$ cat config.mk
export PLATFORM = sky130hd
export DESIGN_NAME = alu_decode_pipe_flat
export DESIGN_NICKNAME = d
export VERILOG_FILES = /design/src/rtl/alu_decode_pipe_if.sv /design/src/rtl/alu_decode_pipe.sv /design/src/flat_wrapper.sv
export SDC_FILE = /design/constraint.sdc
export NUM_CORES = 1
export LEC_CHECK = 0
export CAP_MARGIN = 10
export CORE_MARGIN = 8
export CORE_UTILIZATION = 55
export CTS_CLUSTER_DIAMETER = 120
export DETAILED_ROUTE_END_ITERATION = 8
export GPL_TIMING_DRIVEN = 0
export HOLD_SLACK_MARGIN = 0.08
export PLACE_DENSITY = 0.88
export SLEW_MARGIN = 20
export SYNTH_ARGS = -nofsm -noshare
export SYNTH_HDL_FRONTEND = slang
export SYNTH_SLANG_ARGS = --single-unit
$ cat constraint.sdc
create_clock -name clk -period 9.8 [get_ports clk]
set_input_delay 2.45 -clock clk [delete_from_list [all_inputs] [get_ports clk]]
set_output_delay 2.45 -clock clk [all_outputs]
set_load 0.01 [all_outputs]
$ cat src/rtl/alu_decode_pipe_if.sv
// Instruction-in / decoded-ALU-control-out bundle for alu_decode_pipe.
// The master side drives instructions and consumes the decoded entries. The slave side is the decoder.
interface alu_decode_pipe_if #(
    parameter int W = 32
);
    logic         in_valid;
    logic         in_ready;
    logic [3:0]   opcode;
    logic         s_bit;
    logic [W-1:0] op_a;
    logic [W-1:0] op_b;
    logic         out_valid;
    logic         out_ready;
    logic [3:0]   alu_ctrl;
    logic [W-1:0] alu_a;
    logic [W-1:0] alu_b;
    logic         inv_b;
    logic         use_carry;
    logic         wr_en;
    logic         flags_en;
    logic         illegal;
    logic [7:0]   illegal_cnt;

    modport master (
        output in_valid, opcode, s_bit, op_a, op_b, out_ready,
        input  in_ready, out_valid, alu_ctrl, alu_a, alu_b, inv_b,
               use_carry, wr_en, flags_en, illegal, illegal_cnt
    );

    modport slave (
        input  in_valid, opcode, s_bit, op_a, op_b, out_ready,
        output in_ready, out_valid, alu_ctrl, alu_a, alu_b, inv_b,
               use_carry, wr_en, flags_en, illegal, illegal_cnt
    );
endinterface

$ cat src/rtl/alu_decode_pipe.sv
// ARM data-processing opcode decoder feeding a DEPTH-entry FIFO of ALU control words.
// The outputs come straight from the registered head entry.
module alu_decode_pipe #(
    parameter int W         = 32,
    parameter int DEPTH     = 2,
    parameter int EXT_LOGIC = 1
) (
    input  logic            clk,
    input  logic            rst,
    alu_decode_pipe_if.slave bus
);
    localparam int PW = (DEPTH > 1) ? $clog2(DEPTH) : 1;
    localparam int CW = $clog2(DEPTH + 1);

    typedef struct packed {
        logic [3:0]   ctrl;
        logic         inv_b;
        logic         use_carry;
        logic         wr_en;
        logic         flags_en;
        logic         illegal;
        logic [W-1:0] a;
        logic [W-1:0] b;
    } entry_t;

    entry_t          r_mem [DEPTH];
    logic [PW-1:0]   r_wr_ptr;
    logic [PW-1:0]   r_rd_ptr;
    logic [CW-1:0]   r_count;
    logic [7:0]      r_illegal_cnt;

    entry_t          w_dec;
    entry_t          w_head;
    logic            w_swap;
    logic            w_cmp;
    logic            w_in_ready;
    logic            w_out_valid;
    logic            w_push;
    logic            w_pop;
    logic [DEPTH-1:0] w_we;
    logic [CW-1:0]   w_count_next;

    function automatic logic [PW-1:0] ptr_inc(input logic [PW-1:0] p);
        return (p == PW'(DEPTH - 1)) ? '0 : p + PW'(1);
    endfunction

    // Decode; compares (8..11) never write Rd and always update flags.
    always_comb begin
        w_dec  = '0;
        w_swap = 1'b0;
        w_cmp  = (bus.opcode[3:2] == 2'b10);
        case (bus.opcode)
            4'd0, 4'd8:  w_dec.ctrl = 4'b0111;
            4'd1, 4'd9:  w_dec.ctrl = 4'b1001;
            4'd2, 4'd10: w_dec.ctrl = 4'b0001;
            4'd3: begin w_dec.ctrl = 4'b0001; w_swap = 1'b1; end
            4'd4, 4'd11: w_dec.ctrl = 4'b0000;
            4'd5: begin w_dec.ctrl = 4'b0000; w_dec.use_carry = 1'b1; end
            4'd6: begin w_dec.ctrl = 4'b0001; w_dec.use_carry = 1'b1; end
            4'd7: begin
                w_dec.ctrl      = 4'b0001;
                w_swap          = 1'b1;
                w_dec.use_carry = 1'b1;
            end
            4'd12: w_dec.ctrl = 4'b1000;
            4'd13: w_dec.ctrl = 4'b1010;
            4'd14: begin w_dec.ctrl = 4'b0111; w_dec.inv_b = 1'b1; end
            default: begin w_dec.ctrl = 4'b1010; w_dec.inv_b = 1'b1; end
        endcase
        w_dec.wr_en    = !w_cmp;
        w_dec.flags_en = w_cmp || bus.s_bit;
        w_dec.a        = w_swap ? bus.op_b : bus.op_a;
        w_dec.b        = w_swap ? bus.op_a : bus.op_b;
        if ((EXT_LOGIC == 0) &&
            (bus.opcode == 4'd12 || bus.opcode == 4'd14 || bus.opcode == 4'd15)) begin
            w_dec.ctrl      = 4'b0000;
            w_dec.inv_b     = 1'b0;
            w_dec.use_carry = 1'b0;
            w_dec.wr_en     = 1'b0;
            w_dec.flags_en  = 1'b0;
            w_dec.illegal   = 1'b1;
        end
    end

    assign w_in_ready  = (r_count < CW'(DEPTH));
    assign w_out_valid = (r_count != '0);
    assign w_push      = bus.in_valid && w_in_ready;
    assign w_pop       = w_out_valid && bus.out_ready;

    always_comb begin
        w_count_next = r_count;
        case ({w_push, w_pop})
            2'b10:   w_count_next = r_count + CW'(1);
            2'b01:   w_count_next = r_count - CW'(1);
            default: w_count_next = r_count;
        endcase
    end

    for (genvar gi = 0; gi < DEPTH; gi++) begin : g_we
        assign w_we[gi] = w_push && (r_wr_ptr == PW'(gi));
    end

    always_ff @(posedge clk) begin
        if (rst) begin
            for (int i = 0; i < DEPTH; i++) r_mem[i] <= '0;
        end else begin
            for (int i = 0; i < DEPTH; i++) begin
                if (w_we[i]) r_mem[i] <= w_dec;
            end
        end
    end

    always_ff @(posedge clk) begin
        if (rst) begin
            r_wr_ptr      <= '0;
            r_rd_ptr      <= '0;
            r_count       <= '0;
            r_illegal_cnt <= '0;
        end else begin
            if (w_push) r_wr_ptr <= ptr_inc(r_wr_ptr);
            if (w_pop)  r_rd_ptr <= ptr_inc(r_rd_ptr);
            r_count <= w_count_next;
            if (w_push && w_dec.illegal && (r_illegal_cnt != 8'hFF))
                r_illegal_cnt <= r_illegal_cnt + 8'd1;
        end
    end

    assign w_head          = r_mem[r_rd_ptr];
    assign bus.in_ready    = w_in_ready;
    assign bus.out_valid   = w_out_valid;
    assign bus.alu_ctrl    = w_head.ctrl;
    assign bus.alu_a       = w_head.a;
    assign bus.alu_b       = w_head.b;
    assign bus.inv_b       = w_head.inv_b;
    assign bus.use_carry   = w_head.use_carry;
    assign bus.wr_en       = w_head.wr_en;
    assign bus.flags_en    = w_head.flags_en;
    assign bus.illegal     = w_head.illegal;
    assign bus.illegal_cnt = r_illegal_cnt;
endmodule

$ cat src/flat_wrapper.sv
// flat-port wrapper written by rule: the top's interface ports become plain ports
module alu_decode_pipe_flat 
#(
    parameter int W         = 32,
    parameter int DEPTH     = 2,
    parameter int EXT_LOGIC = 1
)
  (clk, rst, bus_in_valid, bus_opcode, bus_s_bit, bus_op_a, bus_op_b, bus_out_ready, bus_in_ready, bus_out_valid, bus_alu_ctrl, bus_alu_a, bus_alu_b, bus_inv_b, bus_use_carry, bus_wr_en, bus_flags_en, bus_illegal, bus_illegal_cnt);
  alu_decode_pipe_if #(.W(W)) bus_i ();
  input  logic clk;
  input  logic rst;
  input wire logic [$bits(bus_i.in_valid)-1:0] bus_in_valid;
  input wire logic [$bits(bus_i.opcode)-1:0] bus_opcode;
  input wire logic [$bits(bus_i.s_bit)-1:0] bus_s_bit;
  input wire logic [$bits(bus_i.op_a)-1:0] bus_op_a;
  input wire logic [$bits(bus_i.op_b)-1:0] bus_op_b;
  input wire logic [$bits(bus_i.out_ready)-1:0] bus_out_ready;
  output wire logic [$bits(bus_i.in_ready)-1:0] bus_in_ready;
  output wire logic [$bits(bus_i.out_valid)-1:0] bus_out_valid;
  output wire logic [$bits(bus_i.alu_ctrl)-1:0] bus_alu_ctrl;
  output wire logic [$bits(bus_i.alu_a)-1:0] bus_alu_a;
  output wire logic [$bits(bus_i.alu_b)-1:0] bus_alu_b;
  output wire logic [$bits(bus_i.inv_b)-1:0] bus_inv_b;
  output wire logic [$bits(bus_i.use_carry)-1:0] bus_use_carry;
  output wire logic [$bits(bus_i.wr_en)-1:0] bus_wr_en;
  output wire logic [$bits(bus_i.flags_en)-1:0] bus_flags_en;
  output wire logic [$bits(bus_i.illegal)-1:0] bus_illegal;
  output wire logic [$bits(bus_i.illegal_cnt)-1:0] bus_illegal_cnt;
  assign bus_i.in_valid = bus_in_valid;
  assign bus_i.opcode = bus_opcode;
  assign bus_i.s_bit = bus_s_bit;
  assign bus_i.op_a = bus_op_a;
  assign bus_i.op_b = bus_op_b;
  assign bus_i.out_ready = bus_out_ready;
  assign bus_in_ready = bus_i.in_ready;
  assign bus_out_valid = bus_i.out_valid;
  assign bus_alu_ctrl = bus_i.alu_ctrl;
  assign bus_alu_a = bus_i.alu_a;
  assign bus_alu_b = bus_i.alu_b;
  assign bus_inv_b = bus_i.inv_b;
  assign bus_use_carry = bus_i.use_carry;
  assign bus_wr_en = bus_i.wr_en;
  assign bus_flags_en = bus_i.flags_en;
  assign bus_illegal = bus_i.illegal;
  assign bus_illegal_cnt = bus_i.illegal_cnt;
  alu_decode_pipe #(.W(W), .DEPTH(DEPTH), .EXT_LOGIC(EXT_LOGIC)) u_core (.clk(clk), .rst(rst), .bus(bus_i));
endmodule
==> metrics.md, run 1 <==
| Metric | Value |
|---|---|
| Mux cell area share after synthesis | `11.70%` |
| I/O pins | `around 160` |
| Initial DRC count | `431` |
| Number of global-route vias before repair | `5025` |
| Synth Area in XOR/XNOR | `0.4994%` |
| Part of the power in the clock network | `29.7%` |
| Placed Area | `0.008813 mm²` |
| EDFF count, synth | `144` |
| CTS H-tree depth | `4` |
| Crit start category | `register` |
| Synth Area in Compound Gates | `under 10%` |
| Hold Vio Cnt, Final | `0` |
| Period utilization | `between 40% and 50%` |
| Worst Tran Pin Value | `roughly 610 ps` |
| Post-CTS setup buffers | `0` |
| CTS tree | `yes` |
| Most numerous cell in the Yosys netlist | `edfxtp_1` |
| Count of final setup violators | `0` |
| Commonest cells in the netlist | `edfxtp_1, nand2_1, mux2_1` |
| Final Slew Violations | `0` |
| Mapped Area | `0.007015 mm²` |
| Largest family of logic cells by synthesized area | `multiplexers` |
| Max-Cap Viols | `0` |
| Reg-to-reg startpoint | `u_core.r_count[1]` |
| Worst Hold Class | `reg2reg` |
| CP required | `7350 ps` |
| R2r setup slk | `7630 ps` |
| Share of power burned in registers | `39.4%` |
| Final Skew | `between 8 and 9 ps` |
| Cts-stage hold buffer count | `0` |
| Final net count | `746` |
| Vias/cell | `5.386` |
| Cells after Synth | `498` |
| First-pass GRT wire length | `around 26000 µm` |
| Syn Area/Cell | `14.09 µm²` |
| Drt pass-1 iters | `5` |
| CP Data Arrival Time | `2120 ps` |
| DIE HEIGHT | `128.9 µm` |
| Antenna diodes | `0` |
| Critical Path Fanout Max | `10` |
| Non-Filler Instances | `855` |
| Final setup TNS | `0 ps` |
| Max Fclk | `218.7 MHz` |
| Slew headroom | `about three fifths` |
| Simple-gate share of the synthesized area | `10.72%` |
| Seq/Total Area, Yosys | `63.06%` |
| Core Rows | `41` |
| Top cells by area, synth | `edfxtp_1, mux2_1, a21oi_2, nand2_2, nand2_1` |
| Tmin final | `4572 ps` |
| Starting density of the core | `a little under three fifths` |
| Critical path type | `reg2out` |
| Pwr Density | `236.8 mW/mm²` |
| Setup crit end kind | `output pin` |
| Clk buf depth | `2` |
| Fin area | `0.009407 mm²` |
| Total clock sinks | `149` |
| Post-DRT Antenna Nets | `0` |
| Detailed Route WL | `16890 µm` |
| HP Start | `u_core.r_rd_ptr` |
| Final worst slack | `5228 ps` |
| Die X | `around 130 µm` |
| Async S/R FF share, synth | `0%` |
| Placed wire-length estimate | `~12000 µm` |
| Layout cells sized above 1 | `29.28%` |
| Psw | `around 610 µW` |
| P_leak | `3.547 nW` |
| Synth top area share | `61.64%` |
| Top FF cell, synth | `edfxtp_1` |
| Gate power share | `a little under a third` |
| RSZ-0062 raised after global routing | `false` |
| Place WS | `between 5000 and 6000 ps` |
| Cell Int Power | `1.618 mW` |
| DRC | `0` |
| Vias | `4605` |
| Initial antenna violation count | `0` |
| Port buffer count | `143` |
| Largest area contributor in the synthesized netlist | `edfxtp_1` |
| Core area | `0.01252 mm²` |
| Dpl cells | `around 830` |
| Synth Warn # | `0` |
| Post-Synth Adder-Cell Area | `0.1783%` |
| Synth-to-layout area growth | `34.08%` |
| Largest net degree at the start of global routing | `55` |
| Gr ovfl total | `0` |
| Number of gates resized after CTS | `0` |
| Clock transition at the registers of the reported paths | `60 ps` |
| Max IR drop VDD | `139.1 µV` |
| Switch share | `27.34%` |
| Clk root buf | `clkbuf_16` |
| Status | `complete, no violations` |
| Distinct cells, synth | `35` |
| Total GRT Usage | `around a fifth` |
| Area of the die | `0.01663 mm²` |
| Number of synthesized register bits | `149` |
| Num CTS Buffers | `17` |
| Worst-Skew Late Latency | `410 ps` |
| Routed len/inst | `between 15 and 20 µm` |
| Routability Congestion | `0.7828` |
-- final cells by class --
class,count,area (µm²)
flip-flops and latches,149,4424
plain buffers,42,341.6
repair buffers,147,1534
inverters,3,11.26
clock inverters,11,160.2
clock buffers,19,432.9
fillers,819,3110
multi-input cells,312,2287
well taps,172,215.2
-- power groups by stage --
stage / clock [mW] / sequential, mW / combinational (mW)
final: 0.662 / 0.878 / 0.688
after global routing: 0.690 / 0.889 / 0.737
after CTS: 0.665 / 0.878 / 0.698
after detailed placement: 0 / 0.890 / 0.692
after global placement: 0 / 0.892 / 0.657
after floorplan: 0 / 0.883 / 0.334
-- critical path, cell delays in order (launching register included) --
cell,delay [ps]
dfxtp_1,310
buf_2,200
buf_2,320
mux2_1,380
clkdlybuf4s50_1,510
-- sequential cells by signal, indices dropped and copies added (netlist names), named ones only --
signal	count
u_core.r_wr_ptr	1
u_core.r_rd_ptr	1
u_core.r_count	2
u_core.r_mem	144
-- cell usage in the layout (no fill, tap or decap), types with 4 or more instances in the layout --
master / count
edfxtp_1: 144
a21oi_2: 60
nor2_1: 10
buf_12: 7
a21oi_1: 6
buf_2: 24
nand2_1: 71
nand2_2: 60
mux2_1: 70
buf_4: 9
dfxtp_1: 5
bufinv_16: 4
clkbuf_16: 17
conb_1: 9
clkdlybuf4s50_1: 143
-- metrics by stage --
step                util, %  hold WS, ps  power (mW)
detailed placement    70.41        537.3       1.582
global route          75.15        572.1       2.316
CTS                   75.15        554.1       2.242
floorplan                 -        481.0       1.217
finish                75.15        553.8       2.227
global placement      69.44        494.6       1.548
-- kinds of logic (layout without fill, tap and decap cells) --
family | after synthesis | after routing
muxes | 73 | 73
and+or+nand+nor | 152 | 152
DFF | 149 | 149
other | 1 | 9
xor gates and xnor gates | 4 | 4
buffers and inverters | 45 | 222
adders and majority gates | 1 | 1
AOI/OAI and AO/OA | 73 | 73
-- final timing paths --
path | end | depth (start not counted)
setup / recovery | bus_alu_b[26] | 4
hold / removal | u_core.r_rd_ptr | 2
setup reg to reg | u_core.r_mem[0][28] | 6
hold reg to reg | u_core.r_rd_ptr | 2
-- layer usage --
layer | up-vias | GRT usage [%] | part of all wire, %
met2 | 196 | 36.98 | 52
met1 | 2273 | 24.03 | 39
met5 | - | 0 | 0
met4 | 0 | 6.358 | 1.4
met3 | 25 | 5.627 | 6.8
li1 | 2111 | - | -
Power figures use the tool's default switching activity.
==> run 2, diff against run 1 <==
- CORE_UTILIZATION: 55 -> 46
- PLACE_DENSITY: 0.88 -> 0.79
- clock period: 9.8 -> 4 ns (I/O delays scaled with it)
==> run 2 against run 1 <==
Effect of this change:
- hold slack worse by 30 ps
- sequential power up 140%
- highest routed layer unchanged
- total power up 150%
- flip-flop and latch count unchanged
- first-iteration DRC count down 28%
- final cell count up 2.1%
- die area up 17%
- clock skew down 0.78 ps
- clock-buffer cell count up 1
- register-to-register slack worse by 5500 ps
- clock power rose to 2.5 times the previous value
==> metrics.md, run 2 (synthesis gave the netlist of run 1 again) <==
| Metric | Value |
|---|---|
| Clock transition at the registers of the reported paths | `around 60 ps` |
| Number of gates resized after CTS | `0` |
| Crit start category | `register` |
| Critical path type | `reg2out` |
| Cell count along the critical path | `4` |
| Most frequent cells in the layout | `edfxtp_1, clkdlybuf4s50_1, nand2_1` |
| Status | `complete, no violations` |
| Commonest non-fill, non-tap cell in the layout | `edfxtp_1` |
| Post-CTS setup buffers | `0` |
| First-pass GRT wire length | `25810 µm` |
| Layout cells sized above 1 | `between 20% and 30%` |
| Setup crit end kind | `output pin` |
| Core Rows | `45` |
| CP cell instances | `buf_2 -> buf_2 -> mux2_1 -> clkdlybuf4s50_1` |
| R2r setup slk | `2170 ps` |
| Initial DRC count | `310` |
| Routed len/inst | `18.74 µm` |
| I/O pins | `around 160` |
| CTS H-tree depth | `4` |
| Crit-path most repeated cell | `buf_2` |
| Count of final setup violators | `0` |
| Number of global-route vias before repair | `4896` |
| Clk buf depth | `2` |
| Worst-Skew Late Latency | `410 ps` |
| Worst setup endpoint | `bus_alu_a[13]` |
| Die X | `139.5 µm` |
| Max IR drop VDD | `~380 µV` |
| Post-DRT Antenna Nets | `0` |
| Hold Vio Cnt, Final | `0` |
| Tmin final | `3169 ps` |
| Max Fclk | `315.6 MHz` |
| Synth-to-layout area growth | `34.65%` |
| Final Power | `5.494 mW` |
| Vias/cell | `5.151` |
| CP Data Arrival Time | `about 2200 ps` |
| Max incr delay on CP | `500 ps` |
| CTS tree | `yes` |
| Cts-stage hold buffer count | `0` |
| Pwr Density | `581.6 mW/mm²` |
| Port buffer count | `143` |
| Fill cells | `1098` |
| Gr ovfl total | `0` |
| Starting density of the core | `46.67%` |
| Worst path bufs/invs | `3` |
| Biggest regs | `u_core.r_mem (144), u_core.r_count (2)` |
| Detailed Route WL | `16360 µm` |
| Dpl cells | `841` |
| Non-Filler Instances | `873` |
| Worst Hold Class | `reg2reg` |
| Drt pass-1 iters | `5` |
| Final Slew Violations | `0` |
| Routability Congestion | `around 0.77` |
| Area of the die | `between 0.015 and 0.02 mm²` |
| DIE HEIGHT | `139.5 µm` |
| Worst path slowest cell | `clkdlybuf4s50_1` |
| Final Hold Slack | `523.9 ps` |
| Total clock sinks | `around 150` |
| Largest net degree at the start of global routing | `42` |
| Place WS | `1045 ps` |
| Reg-to-reg startpoint | `u_core.r_count[1]` |
| Final worst slack | `830.9 ps` |
| Core area | `about 0.015 mm²` |
| Period utilization | `between 70% and 80%` |
| Vias | `4497` |
| Final net count | `roughly 750` |
| Fin util | `62.84%` |
| Largest delay share family, worst path | `buffers and inverters` |
| Max-Cap Viols | `0` |
| Critical Path Fanout Max | `10` |
| Worst Reg-to-Reg Cells | `5` |
| Initial antenna violation count | `0` |
| Reg-to-reg endpoint | `u_core.r_mem[0][53]` |
| DRC | `0` |
| Num CTS Buffers | `17` |
| Largest register FFs | `144` |
| Clk root buf | `clkbuf_16` |
| P_leak | `3.564 nW` |
| Total GRT Usage | `between 10% and 20%` |
| CP required | `roughly 3000 ps` |
| RSZ-0062 raised after global routing | `false` |
| Placed wire-length estimate | `11730 µm` |
| Biggest register | `u_core.r_mem` |
| Final Skew | `7.832 ps` |
| Antenna diodes | `0` |
## run 2: layout make-up
cell class	instances	area, µm²	share of cell area, %
Clock buffer	20	436.7	4.623
Tap cell	188	235.2	2.490
Multi-Input combinational cell	312	2287	24.21
Sequential cell	149	4424	46.83
Timing Repair Buffer	147	1526	16.16
Buffer	42	341.6	3.616
Inverter	3	11.26	0.1192
Clock inverter	12	183.9	1.947
## run 2: worst min-delay path by stage
| stage | from | to | slack, ps | cells past startpoint |
|---|---|---|---|---|
| floorplan | u_core.r_rd_ptr | register | 480 | 2 |
| global placement | u_core.r_rd_ptr | register | 500 | 2 |
| detailed placement | u_core.r_rd_ptr | register | 510 | 2 |
| CTS | u_core.r_rd_ptr | register | 520 | 2 |
| global route | u_core.r_rd_ptr | register | 570 | 2 |
| finish | u_core.r_rd_ptr | register | 520 | 2 |
## run 2: stage by stage
| stage | setup TNS [ps] | instance area (µm²) |
|---|---|---|
| after floorplan | 0 | 7049 |
| after global placement | -107160 | 8716 |
| after detailed placement | 0 | 8826 |
| after CTS | 0 | 9447 |
| after global routing | 0 | 9447 |
| final | 0 | 9447 |
## run 2: per-layer routing
metal | track usage (%) | vias to the layer above | part of all wire, %
met3 | 5.609 | 18 | 7.1
met2 | 29.04 | 169 | 50
met1 | 19.59 | 2193 | 41
met4 | 5.950 | 0 | 1.3
li1 | - | 2117 | -
met5 | 0 | - | 0
## run 2: worst register-to-register path, delay by kind of cell, from the launching register on
kind	cells	cell delay (ps)
AO/OA/AOI/OAI	1	370
buffers and inverters	3	550
flip-flops	1	360
AND/OR/NAND/NOR	1	240
## run 2: where the power goes
group	switching (mW)	total [mW]	internal (mW)
Sequential	0.0793	2.14	2.06
Combinational	0.809	1.68	0.868
Clock	0.577	1.67	1.10
Total	1.47	5.49	4.03
